### config.mk
export PLATFORM = sky130hd
export DESIGN_NAME = main_fsm
export DESIGN_NICKNAME = d
export VERILOG_FILES = /design/src/rtl/main_fsm_pkg.sv /design/src/rtl/main_fsm_outdec.sv /design/src/rtl/main_fsm.sv
export SDC_FILE = /design/constraint.sdc
export NUM_CORES = 1
export LEC_CHECK = 0
export ABC_CLOCK_PERIOD_IN_PS = 1700
export CAP_MARGIN = 10
export CORE_AREA = 2 2 39 41
export DETAILED_ROUTE_END_ITERATION = 10
export DIE_AREA = 0 0 41 43
export PLACE_DENSITY = 0.68
export SLEW_MARGIN = 20
export SYNTH_ARGS = -nofsm -noshare
export SYNTH_HDL_FRONTEND = slang
export SYNTH_SLANG_ARGS = --single-unit
### constraint.sdc
create_clock -name clk -period 1.7 [get_ports clk]
set_input_delay 0.51 -clock clk [delete_from_list [all_inputs] [get_ports clk]]
set_output_delay 0.51 -clock clk [all_outputs]
set_load 0.005 [all_outputs]
### src/rtl/main_fsm_pkg.sv
// Shared multicycle-controller definitions.
// State encoding and datapath select codes used by the FSM and datapath.
package main_fsm_pkg;

    typedef enum logic [3:0] {
        S_FETCH    = 4'd0,
        S_DECODE   = 4'd1,
        S_MEMADR   = 4'd2,
        S_MEMRD    = 4'd3,
        S_MEMWB    = 4'd4,
        S_MEMWR    = 4'd5,
        S_EXECUTER = 4'd6,
        S_EXECUTEI = 4'd7,
        S_ALUWB    = 4'd8,
        S_BRANCH   = 4'd9,
        S_UNKNOWN  = 4'd10
    } state_t;

    localparam logic [1:0] OP_DP  = 2'b00;
    localparam logic [1:0] OP_MEM = 2'b01;
    localparam logic [1:0] OP_BR  = 2'b10;
    localparam logic [1:0] OP_UND = 2'b11;

    localparam logic [1:0] SRCA_REG    = 2'b00;
    localparam logic [1:0] SRCA_PC     = 2'b01;
    localparam logic [1:0] SRCA_ALUOUT = 2'b10;

    localparam logic [1:0] SRCB_WD   = 2'b00;
    localparam logic [1:0] SRCB_IMM  = 2'b01;
    localparam logic [1:0] SRCB_FOUR = 2'b10;

    localparam logic [1:0] RES_ALUOUT = 2'b00;
    localparam logic [1:0] RES_DATA   = 2'b01;
    localparam logic [1:0] RES_ALURES = 2'b10;

    typedef struct packed {
        logic       ir_write;
        logic       adr_src;
        logic [1:0] alu_src_a;
        logic [1:0] alu_src_b;
        logic [1:0] result_src;
        logic       alu_op;
        logic       next_pc;
        logic       reg_w;
        logic       mem_w;
        logic       branch;
        logic       instr_done;
    } ctrl_t;

endpackage

### src/rtl/main_fsm_outdec.sv
// Moore output table for the main controller.
// Unlisted outputs are 0; everything is 0 while disabled (in reset).
module main_fsm_outdec
    import main_fsm_pkg::*;
(
    input  state_t state,
    input  logic   enable,
    output ctrl_t  ctrl
);

    // Decode the current state into datapath controls
    always_comb begin
        ctrl = '0;
        if (enable) begin
            unique case (state)
                S_FETCH: begin
                    ctrl.ir_write   = 1'b1;
                    ctrl.next_pc    = 1'b1;
                    ctrl.alu_src_a  = SRCA_PC;
                    ctrl.alu_src_b  = SRCB_FOUR;
                    ctrl.result_src = RES_ALURES;
                end
                S_DECODE: begin
                    ctrl.alu_src_a  = SRCA_PC;
                    ctrl.alu_src_b  = SRCB_FOUR;
                    ctrl.result_src = RES_ALURES;
                end
                S_MEMADR: begin
                    ctrl.alu_src_a = SRCA_REG;
                    ctrl.alu_src_b = SRCB_IMM;
                end
                S_MEMRD: begin
                    ctrl.adr_src    = 1'b1;
                    ctrl.result_src = RES_ALUOUT;
                end
                S_MEMWB: begin
                    ctrl.result_src = RES_DATA;
                    ctrl.reg_w      = 1'b1;
                    ctrl.instr_done = 1'b1;
                end
                S_MEMWR: begin
                    ctrl.adr_src    = 1'b1;
                    ctrl.result_src = RES_ALUOUT;
                    ctrl.mem_w      = 1'b1;
                    ctrl.instr_done = 1'b1;
                end
                S_EXECUTER: begin
                    ctrl.alu_src_a = SRCA_REG;
                    ctrl.alu_src_b = SRCB_WD;
                    ctrl.alu_op    = 1'b1;
                end
                S_EXECUTEI: begin
                    ctrl.alu_src_a = SRCA_REG;
                    ctrl.alu_src_b = SRCB_IMM;
                    ctrl.alu_op    = 1'b1;
                end
                S_ALUWB: begin
                    ctrl.result_src = RES_ALUOUT;
                    ctrl.reg_w      = 1'b1;
                    ctrl.instr_done = 1'b1;
                end
                S_BRANCH: begin
                    ctrl.alu_src_a  = SRCA_ALUOUT;
                    ctrl.alu_src_b  = SRCB_IMM;
                    ctrl.result_src = RES_ALURES;
                    ctrl.branch     = 1'b1;
                    ctrl.instr_done = 1'b1;
                end
                S_UNKNOWN: begin
                    ctrl.instr_done = 1'b1;
                end
                default: ctrl = '0;
            endcase
        end
    end

endmodule

### src/rtl/main_fsm.sv
// Multicycle main controller: state register and next-state logic.
// Op/Funct only steer the machine in DECODE and MEMADR.
module main_fsm
    import main_fsm_pkg::*;
(
    input  logic       clk,
    input  logic       reset,
    input  logic [1:0] Op,
    input  logic [5:0] Funct,
    output logic       IRWrite,
    output logic       AdrSrc,
    output logic [1:0] ALUSrcA,
    output logic [1:0] ALUSrcB,
    output logic [1:0] ResultSrc,
    output logic       ALUOp,
    output logic       NextPC,
    output logic       RegW,
    output logic       MemW,
    output logic       Branch,
    output logic       InstrDone
);

    state_t state;
    state_t state_nxt;
    ctrl_t  ctrl;
    logic   unused_funct;

    assign unused_funct = ^Funct[4:1];

    // State register, forced to FETCH while reset is low
    always_ff @(posedge clk or negedge reset) begin
        if (!reset) begin
            state <= S_FETCH;
        end else begin
            state <= state_nxt;
        end
    end

    // Next-state selection; illegal encodings recover to FETCH
    always_comb begin
        state_nxt = S_FETCH;
        unique case (state)
            S_FETCH:  state_nxt = S_DECODE;
            S_DECODE: begin
                unique case (Op)
                    OP_DP: state_nxt = Funct[5] ? S_EXECUTEI : S_EXECUTER;
                    OP_MEM: state_nxt = S_MEMADR;
                    OP_BR: state_nxt = S_BRANCH;
                    OP_UND: state_nxt = S_UNKNOWN;
                    default: state_nxt = S_UNKNOWN;
                endcase
            end
            S_MEMADR:   state_nxt = Funct[0] ? S_MEMRD : S_MEMWR;
            S_MEMRD:    state_nxt = S_MEMWB;
            S_EXECUTER: state_nxt = S_ALUWB;
            S_EXECUTEI: state_nxt = S_ALUWB;
            S_MEMWB:    state_nxt = S_FETCH;
            S_MEMWR:    state_nxt = S_FETCH;
            S_ALUWB:    state_nxt = S_FETCH;
            S_BRANCH:   state_nxt = S_FETCH;
            S_UNKNOWN:  state_nxt = S_FETCH;
            default:    state_nxt = S_FETCH;
        endcase
    end

    main_fsm_outdec u_outdec (
        .state  (state),
        .enable (reset),
        .ctrl   (ctrl)
    );

    assign IRWrite   = ctrl.ir_write;
    assign AdrSrc    = ctrl.adr_src;
    assign ALUSrcA   = ctrl.alu_src_a;
    assign ALUSrcB   = ctrl.alu_src_b;
    assign ResultSrc = ctrl.result_src;
    assign ALUOp     = ctrl.alu_op;
    assign NextPC    = ctrl.next_pc;
    assign RegW      = ctrl.reg_w;
    assign MemW      = ctrl.mem_w;
    assign Branch    = ctrl.branch;
    assign InstrDone = ctrl.instr_done;

endmodule

Word-level counts from Yosys, hierarchy flattened
Cells that the tools add are included.
{"block": "word_totals", "regBits": 4, "input_bits": 10, "out_inout_bits": 14, "elab_cells": 37}
{"block": "classes", "n_eq_ne": 13, "muxes": 14, "reduce_logical": 9}
{"cell": "$pmux 4 s5", "count": 1}
{"cell": "$eq 4x3->1 const B", "count": 4}
{"cell": "$pmux 4 s4", "count": 1}
{"cell": "$mux 14", "count": 1}
{"cell": "$eq 4x4->1 const B", "count": 3}
{"cell": "$pmux 4 s3", "count": 1}
{"cell": "$reduce_or 2->1", "count": 5}
{"cell": "$eq 4x2->1 const B", "count": 2}
{"cell": "$mux 1", "count": 8}
{"cell": "$reduce_or 5->1", "count": 1}
{"cell": "$eq 2x2->1 const B", "count": 2}
{"cell": "$eq 4x1->1 const B", "count": 1}
{"cell": "$logic_not 4->1", "count": 1}
{"cell": "$pmux 2 s2", "count": 1}
{"cell": "$mux 3", "count": 1}
{"cell": "$reduce_or 3->1", "count": 1}
{"cell": "$eq 2x1->1 const B", "count": 1}
{"cell": "$logic_not 2->1", "count": 1}

Depth between registers and ports, before layout
Gate-level depths: netlist of run 1.
{"block": "logic_depth", "word_depth": 4, "depth_mapped": 4, "mapped_depth_nobuf": 3}

By module
Synthesis of run 1 repeated with hierarchy kept, for this count alone.
{"block": "unflattened", "hier_cells": 47, "area_unflattened_um2": 402.9}
{"mod": "main_fsm_outdec", "instances": 1, "cells_per_inst": 28, "area_each_um2": 217.7, "seq_area_each_um2": 0.0}
{"mod": "main_fsm", "instances": 1, "cells_per_inst": 19, "area_each_um2": 185.2, "seq_area_each_um2": 100.1}

Least setup slack after synthesis of run 1
No wires, ideal clock.
{"block": "synth_timing", "kind": "reg2out", "from": "register state[1]", "to": "output port NextPC", "t_arrival_ps": 1151, "required_time_ps": 1190, "setup_slack_ps": 39, "path_stages_with_launch": 5, "path_buffers": 2, "cell_sequence": "dfrtp_1 buf_2 nand2b_1 nor4_1 buf_4"}
{"block": "synth_via", "elab_chain_cells": 3}
{"item": "start, declared", "line": "main_fsm.sv:23", "rtl": "state_t state;"}
{"item": "start signal, assigned", "line": "main_fsm.sv:35", "rtl": "state <= state_nxt;"}
{"item": "$logic_not 4->1", "line": "main_fsm_outdec.sv:15", "rtl": "unique case (state)"}
{"item": "$mux 1", "line": "main_fsm_outdec.sv:15"}
{"item": "$mux 14", "line": "main_fsm_outdec.sv:14", "rtl": "if (enable) begin"}
{"item": "end, declared", "line": "main_fsm.sv:16", "rtl": "output logic NextPC,"}
Every way passes these cells.

Worst setup path after layout of run 1
{"block": "layout_timing", "from": "register state[1]", "to": "output port IRWrite"}
{"block": "layout_via", "elab_chain_cells": 3}
{"item": "$logic_not 4->1", "line": "main_fsm_outdec.sv:15"}
{"item": "$mux 1", "line": "main_fsm_outdec.sv:15"}
{"item": "$mux 14", "line": "main_fsm_outdec.sv:14"}
{"item": "end, declared", "line": "main_fsm.sv:10", "rtl": "output logic IRWrite,"}
Every way passes these cells.

==> results.ini, run 1 <==
[outcome]
status=finished with violations
violations=negative setup slack

[floorplan]
initial_utilization_pct=27.58
dieArea_um2=1763
coreArea_um2=1384
io_pins=24
die_x_um=41
die_h_um=43
rows=14

[final_layout]
largest_register_ffs=4
regArea_um2=103.9
layout.cells.non_filler=101
area_growth_syn_to_layout_pct=100.7
finish.utilization_pct=55.33
fillers=135
largest_register=state
reg.largest.list=state: 4 flops
layout.nets=97
antennaDiodeCount=0
layout-drive-gt1-share_pct=64.71
multi_input_comb_area_um2=291.5

[global_routing]
antenna_found_initial=0
grt_pass1_vias=471
track_usage_pct=17.88
gr-total-overflow=0
grt_max_degree=8
grt_pass1_wl_um=2083

[pwr]
p_leak_nw=0.3991
irDropWorstVdd_v=0.0006915
cellPowerDensity_nw_per_um2=1738

[detailed_routing]
drt-total-wl_um=1302
viasPerCell=4.743
firstDrtPassIters=3
vias=479
avgRoutedWirePerCell_um=12.89
initialDrtViolationCount=1
drc=0
ant_nets=0

[critical_path]
setup.worst_path.class=reg -> out
critPathMaxStageDelay_ns=0.44
critical_path.top_delay_family=simple AND/OR/NAND/NOR gates
cp_cell_sequence=nand2b_4 > nor4_4 > buf_2
worstPathArrival_ns=1.31
startpoint_type=flip-flop
critPathRequiredTime_ns=1.19
cp_slowest_cell=dfrtp_2
worstPathBufferInverterCount=1
worstPathMaxFanout=4
endpoint_kind=output port

[placement]
dp.cells=86
io_buffers=19
place.gp.congestion=0.7498
dp_hpwl_um=785.3

[timing]
period_share_pct=106.8
relSlewSlack_pct=83.99
layout_min_cycle_time_ns=1.816
drv_slew=0
setup-tns-final_ns=-0.7749
rsz0062_at_grt=yes
fin_worst_skew_ns=0.002986
fmax_ghz=0.5507
tightest_slew_ns=0.2383
worst_slack_ns=-0.1160
hold_viol=0
finalSetupViolations=12

[synth]
synthTopCellsByArea=dfrtp_1 26%, buf_4 7.9%, nor3_1 5.2%
yosys.area.top_type=dfrtp_1
synth_cells=48
syn_area_um2=381.6
ys_types=23
synth_seq_cells=4
synth_top_area_share_pct=26.23
syn_avg_cell_area_um2=7.950
yosysSeqAreaShare_pct=26.23
synth_nets=58
ys_warn_count=0

[min_path]
hp-class=in -> async

[clocking]
cts.sinks=4
h-tree-depth=1
ctsLongestPathBuffers=2
clkTransAtPathRegs_ns=0.04
cts-root-buf=clkbuf_4
cts_buffers=3
cts_tree=built
clock_latency_ns=0.23

[flow_run]
maxCapViolations=0

## routing by layer
| metal | vias to the layer above | global-route usage, % | share of wire (%) | wire length [µm] |
|---|---|---|---|---|
| li1 | 241 | - | - | - |
| met1 | 222 | 20.66 | 39 | 511 |
| met2 | 14 | 30.94 | 55 | 713 |
| met3 | 2 | 3.141 | 4.7 | 61 |
| met4 | 0 | 6.000 | 1.3 | 17 |
| met5 | - | 0 | 0 | 0 |
## power breakdown
group          switching, W  total [W]  leakage (nW)  internal (W)
Clock             0.0000366   0.000115        0.0138     0.0000788
Combinational      0.000401   0.000992         0.338      0.000591
Sequential        0.0000759   0.000223        0.0471      0.000147
Total              0.000513    0.00133         0.399      0.000817
## what timing repair did
| action | 4_1_cts | 5_1_grt |
|---|---|---|
| pin swaps | 7 | 5 |
| endpoints found under the setup margin | 14 | 12 |
| buffers inserted | 11 | 1 |
| hold buffers | 0 | 0 |
| resized for setup | 78 | 7 |
## worst register-to-register path, stage by stage, from the launching register on
cell     delay, ns
dfrtp_2       0.45
buf_6         0.14
buf_4         0.12
buf_4         0.14
a22oi_1       0.17
nor2_1        0.06
## synth_stat cells
cell type,n
a211oi_1,2
a22oi_1,2
a41o_1,1
and2b_1,2
and3_1,3
and3_4,1
buf_2,3
buf_4,4
dfrtp_1,4
inv_1,2
nand2_1,2
nand2b_1,2
nand3b_1,2
nor2_1,5
nor2b_1,1
nor2b_2,1
nor2b_4,1
nor3_1,4
nor4_1,1
o21ai_0,2
o21bai_1,1
xnor2_1,1
xor2_1,1
## cells by family (layout without fill, tap and decap cells)
group | after synthesis | after routing | share of synthesized area [%]
buffers and inverters | 9 | 46 | 13.77
xor gates and xnor gates | 2 | 2 | 4.591
AOI/OAI and AO/OA | 8 | 8 | 15.08
DFF | 4 | 4 | 26.23
and+or+nand+nor | 25 | 25 | 40.33
## area by class of cell
type                       count  area share (%)
clock buffer                   3           2.941
timing repair buffer          41           41.83
multi-input combinational     35           38.07
inverter                       2          0.9804
tap                           16           2.614
sequential                     4           13.56
## worst paths after layout
path | start | endpoint | slack (ns) | depth (start not counted)
max | state[1] | IRWrite | -0.12 | 3
min | reset | state[0] | 0.34 | 3
max reg2reg | state[2] | state[3] | 0.50 | 5
min reg2reg | state[3] | state[0] | 0.60 | 2
max in group asynchronous | reset | state[3] | 1.25 | 3
min in group clk | state[3] | state[0] | 0.60 | 2
## placed cells by master, fill, tap and decap left out, types with 2 or more instances in the layout
master | netlist | final
a22oi_1 | 2 | 2
nor3_1 | 4 | 2
buf_2 | 3 | 14
nand3b_1 | 2 | 2
buf_6 | 0 | 10
and3_4 | 1 | 2
nand2_1 | 2 | 2
dfrtp_2 | 0 | 3
a211oi_1 | 2 | 2
and3_1 | 3 | 2
buf_4 | 4 | 13
nor2b_4 | 1 | 2
nor2_1 | 5 | 5
clkdlybuf4s50_1 | 0 | 4
clkbuf_4 | 0 | 3
and2b_2 | 0 | 2
o21ai_0 | 2 | 2
## metrics by stage
stage	hold slack, ns	setup slack, ns	total power [W]	cell area (µm²)
3_5_place_dp	0.6599	-0.7582	0.0009083	621.8
6_report	0.3365	-0.1160	0.001331	765.7
5_1_grt	0.3490	-0.1511	0.001414	765.7
2_1_floorplan	0.2144	0.03874	0.0005735	381.6
3_3_place_gp	0.6485	-0.7261	0.0008979	621.8
4_1_cts	0.3212	-0.1139	0.001268	732.0
Power figures use the tool's default switching activity.
==> run 2, diff against run 1 <==
- CELL_PAD_IN_SITES_DETAIL_PLACEMENT: default -> 1
- CELL_PAD_IN_SITES_GLOBAL_PLACEMENT: default -> 2
- CORE_AREA: 2 2 39 41 -> default
- CORE_ASPECT_RATIO: default -> 1.4
- CORE_UTILIZATION: default -> 17
- DIE_AREA: 0 0 41 43 -> default
- PLACE_DENSITY: 0.68 -> 0.77
==> run 2 against run 1 <==
Net effect: first-iteration DRC count rose to 4.0 times the previous value; critical endpoint unchanged; core utilization fell by 12 points; die area rose by 38%; maximum frequency fell by 2.1%; critical path depth rose by 1; total power rose by 13%; sequential power fell by 4%; hold slack got worse by 0.11 ns; the flow still finishes with violations (negative setup slack).
==> results.ini, run 2 (same netlist as run 1, synthesis figures left out) <==
[clocking]
clock_latency_ns=0.23  ; about the same
cts.sinks=4  ; unchanged
cts_tree=built
cts.hold.buffers_added=0  ; unchanged
h-tree-depth=1  ; unchanged
cts_buffers=3  ; unchanged
clkTransAtPathRegs_ns=0.04  ; about the same
cts-root-buf=clkbuf_4
ctsLongestPathBuffers=2  ; unchanged

[global_routing]
track_usage_pct=12.78  ; -5.1 points
grt_pass1_wl_um=2394  ; +15%
antenna_found_initial=0  ; unchanged
grt_max_degree=8  ; unchanged
gr-total-overflow=0  ; unchanged
grt_pass1_vias=565  ; +20%

[timing]
fin_worst_skew_ns=0.0005981  ; -0.002388 ns
rsz0062_at_grt=yes
fmax_ghz=0.5389  ; -2.1%
layout_min_cycle_time_ns=1.856  ; +0.03980 ns
worst_slack_ns=-0.1558  ; -0.03980 ns
finalSetupViolations=14  ; +2
drv_slew=0  ; unchanged
setup-tns-final_ns=-1.323  ; -0.5477 ns
hold_viol=0  ; unchanged
tightest_slew_ns=0.2031  ; -0.03526 ns
relSlewSlack_pct=86.32  ; +2.3 points
period_share_pct=109.2  ; +2.3 points

[critical_path]
worstRegToRegCells=5  ; unchanged
critPathRequiredTime_ns=1.19  ; about the same
r2r_end=state[0]
setup.worst_path.class=reg -> out
worstPathArrival_ns=1.35  ; +0.04 ns
startpoint_type=flip-flop
worstPathMaxFanout=5  ; +1
worstReg2RegStart=state[1]
reg2reg_slack_ns=0.51  ; about the same
crit_start=state[3]
endpoint_kind=output port

[detailed_routing]
initialDrtViolationCount=4  ; +3
drc=0  ; unchanged
ant_nets=0  ; unchanged
drt-total-wl_um=1472  ; +13%
vias=504  ; +5.2%
firstDrtPassIters=3  ; unchanged
viasPerCell=4.421  ; -6.8%
avgRoutedWirePerCell_um=12.91  ; +0.16%

[pwr]
power_frac_clock_pct=7.8  ; -0.9 points
intPower_w=0.0009608  ; +18%
pwr-share-seq_pct=14.2  ; -2.6 points
p_sw_share_pct=36.33  ; -2.3 points
comb_power_share_pct=78.0  ; +3.5 points
p_leak_nw=0.4474  ; +12%
cellPowerDensity_nw_per_um2=1723  ; -0.84%
irDropWorstVdd_v=0.0006125  ; -11%
p_sw_w=0.0005482  ; +6.8%
p_total_w=0.001509  ; +13%

[floorplan]
coreArea_um2=2044  ; +48%
io_pins=24  ; unchanged
dieArea_um2=2441  ; +38%
rows=19  ; +5
die_h_um=58.06  ; +35%
initial_utilization_pct=18.67  ; -8.9 points
die_x_um=42.04  ; +2.5%

[final_layout]
final_common_cell=buf_6
largest_register=state
reg.largest.list=state: 4 flops
multi_input_comb_area_um2=285.3  ; -2.1%
layout-drive-gt1-share_pct=68.82  ; +4.1 points
final_cell_area_um2=875.8  ; +14%
area_growth_syn_to_layout_pct=129.5
antennaDiodeCount=0  ; unchanged
layout.nets=105  ; +8.2%
regArea_um2=103.9  ; unchanged
largest_register_ffs=4  ; unchanged
final_cell_mix=19 x buf_6, 16 x buf_4, 9 x buf_2
finish.utilization_pct=42.84  ; -12 points
fillers=250  ; +85%

[placement]
io_buffers=19  ; unchanged
dp_hpwl_um=886.3  ; +13%
place_area_um2=658.1  ; +5.8%
place.gp.congestion=0.7260  ; -3.2%

[outcome]
status=finished with violations
violations=negative setup slack

[flow_run]
maxCapViolations=0  ; unchanged

[min_path]
hp-class=in -> async

==> run 2: power by group through the flow <==
stage	Clock [W]	Combinational (W)	Sequential [W]
3_5_place_dp	0	0.000763	0.000220
5_1_grt	0.000127	0.00126	0.000219
2_1_floorplan	0	0.000402	0.000171
4_1_cts	0.000122	0.00112	0.000210
3_3_place_gp	0	0.000751	0.000218
6_report	0.000118	0.00118	0.000214
==> run 2: how the worst max path moves through the flow <==
stage          cells past startpoint      endpoint  slack [ns]
2_1_floorplan                      4        NextPC        0.04
3_3_place_gp                       4        NextPC       -0.84
3_5_place_dp                       4       IRWrite       -0.86
4_1_cts                            6  ResultSrc[1]       -0.14
5_1_grt                            4        NextPC       -0.20
6_report                           4       IRWrite       -0.16
==> run 2: metrics by stage <==
| step | instances | setup WS (ns) | hold WS [ns] |
|---|---|---|---|
| floorplan | 48 | 0.03874 | 0.2144 |
| global placement | 95 | -0.8441 | 0.6719 |
| CTS | 113 | -0.1415 | 0.2148 |
| detailed placement | 95 | -0.8641 | 0.6677 |
| global route | 114 | -0.1994 | 0.2246 |
| finish | 114 | -0.1558 | 0.2240 |
==> run 2: area by class of cell <==
class	count	area share [%]
Timing Repair Buffer	49	49.14
Inverter	2	0.8571
Multi-Input combinational cell	35	32.57
Tap cell	21	3.000
Clock buffer	3	2.571
Sequential cell	4	11.86
==> run 2: worst max-delay path, stage by stage (launching register included) <==
cell     delay (ns)
dfrtp_2        0.45
buf_6          0.14
buf_4          0.13
nor4_4         0.25
buf_2          0.16
==> run 2: repair_timing <==
| item | in CTS | in global routing |
|---|---|---|
| endpoints found under the setup margin | 14 | 14 |
| resized for setup | 88 | 5 |
| setup buffers | 15 | 1 |
| pin swaps | 8 | 4 |
==> run 2: layer usage <==
metal | GRT usage (%) | wire, µm | up-vias
met4 | 4.018 | 0 | 0
met5 | 0 | 0 | -
met1 | 12.52 | 573 | 237
met2 | 26.12 | 828 | 16
li1 | - | - | 251
met3 | 2.492 | 70 | 0
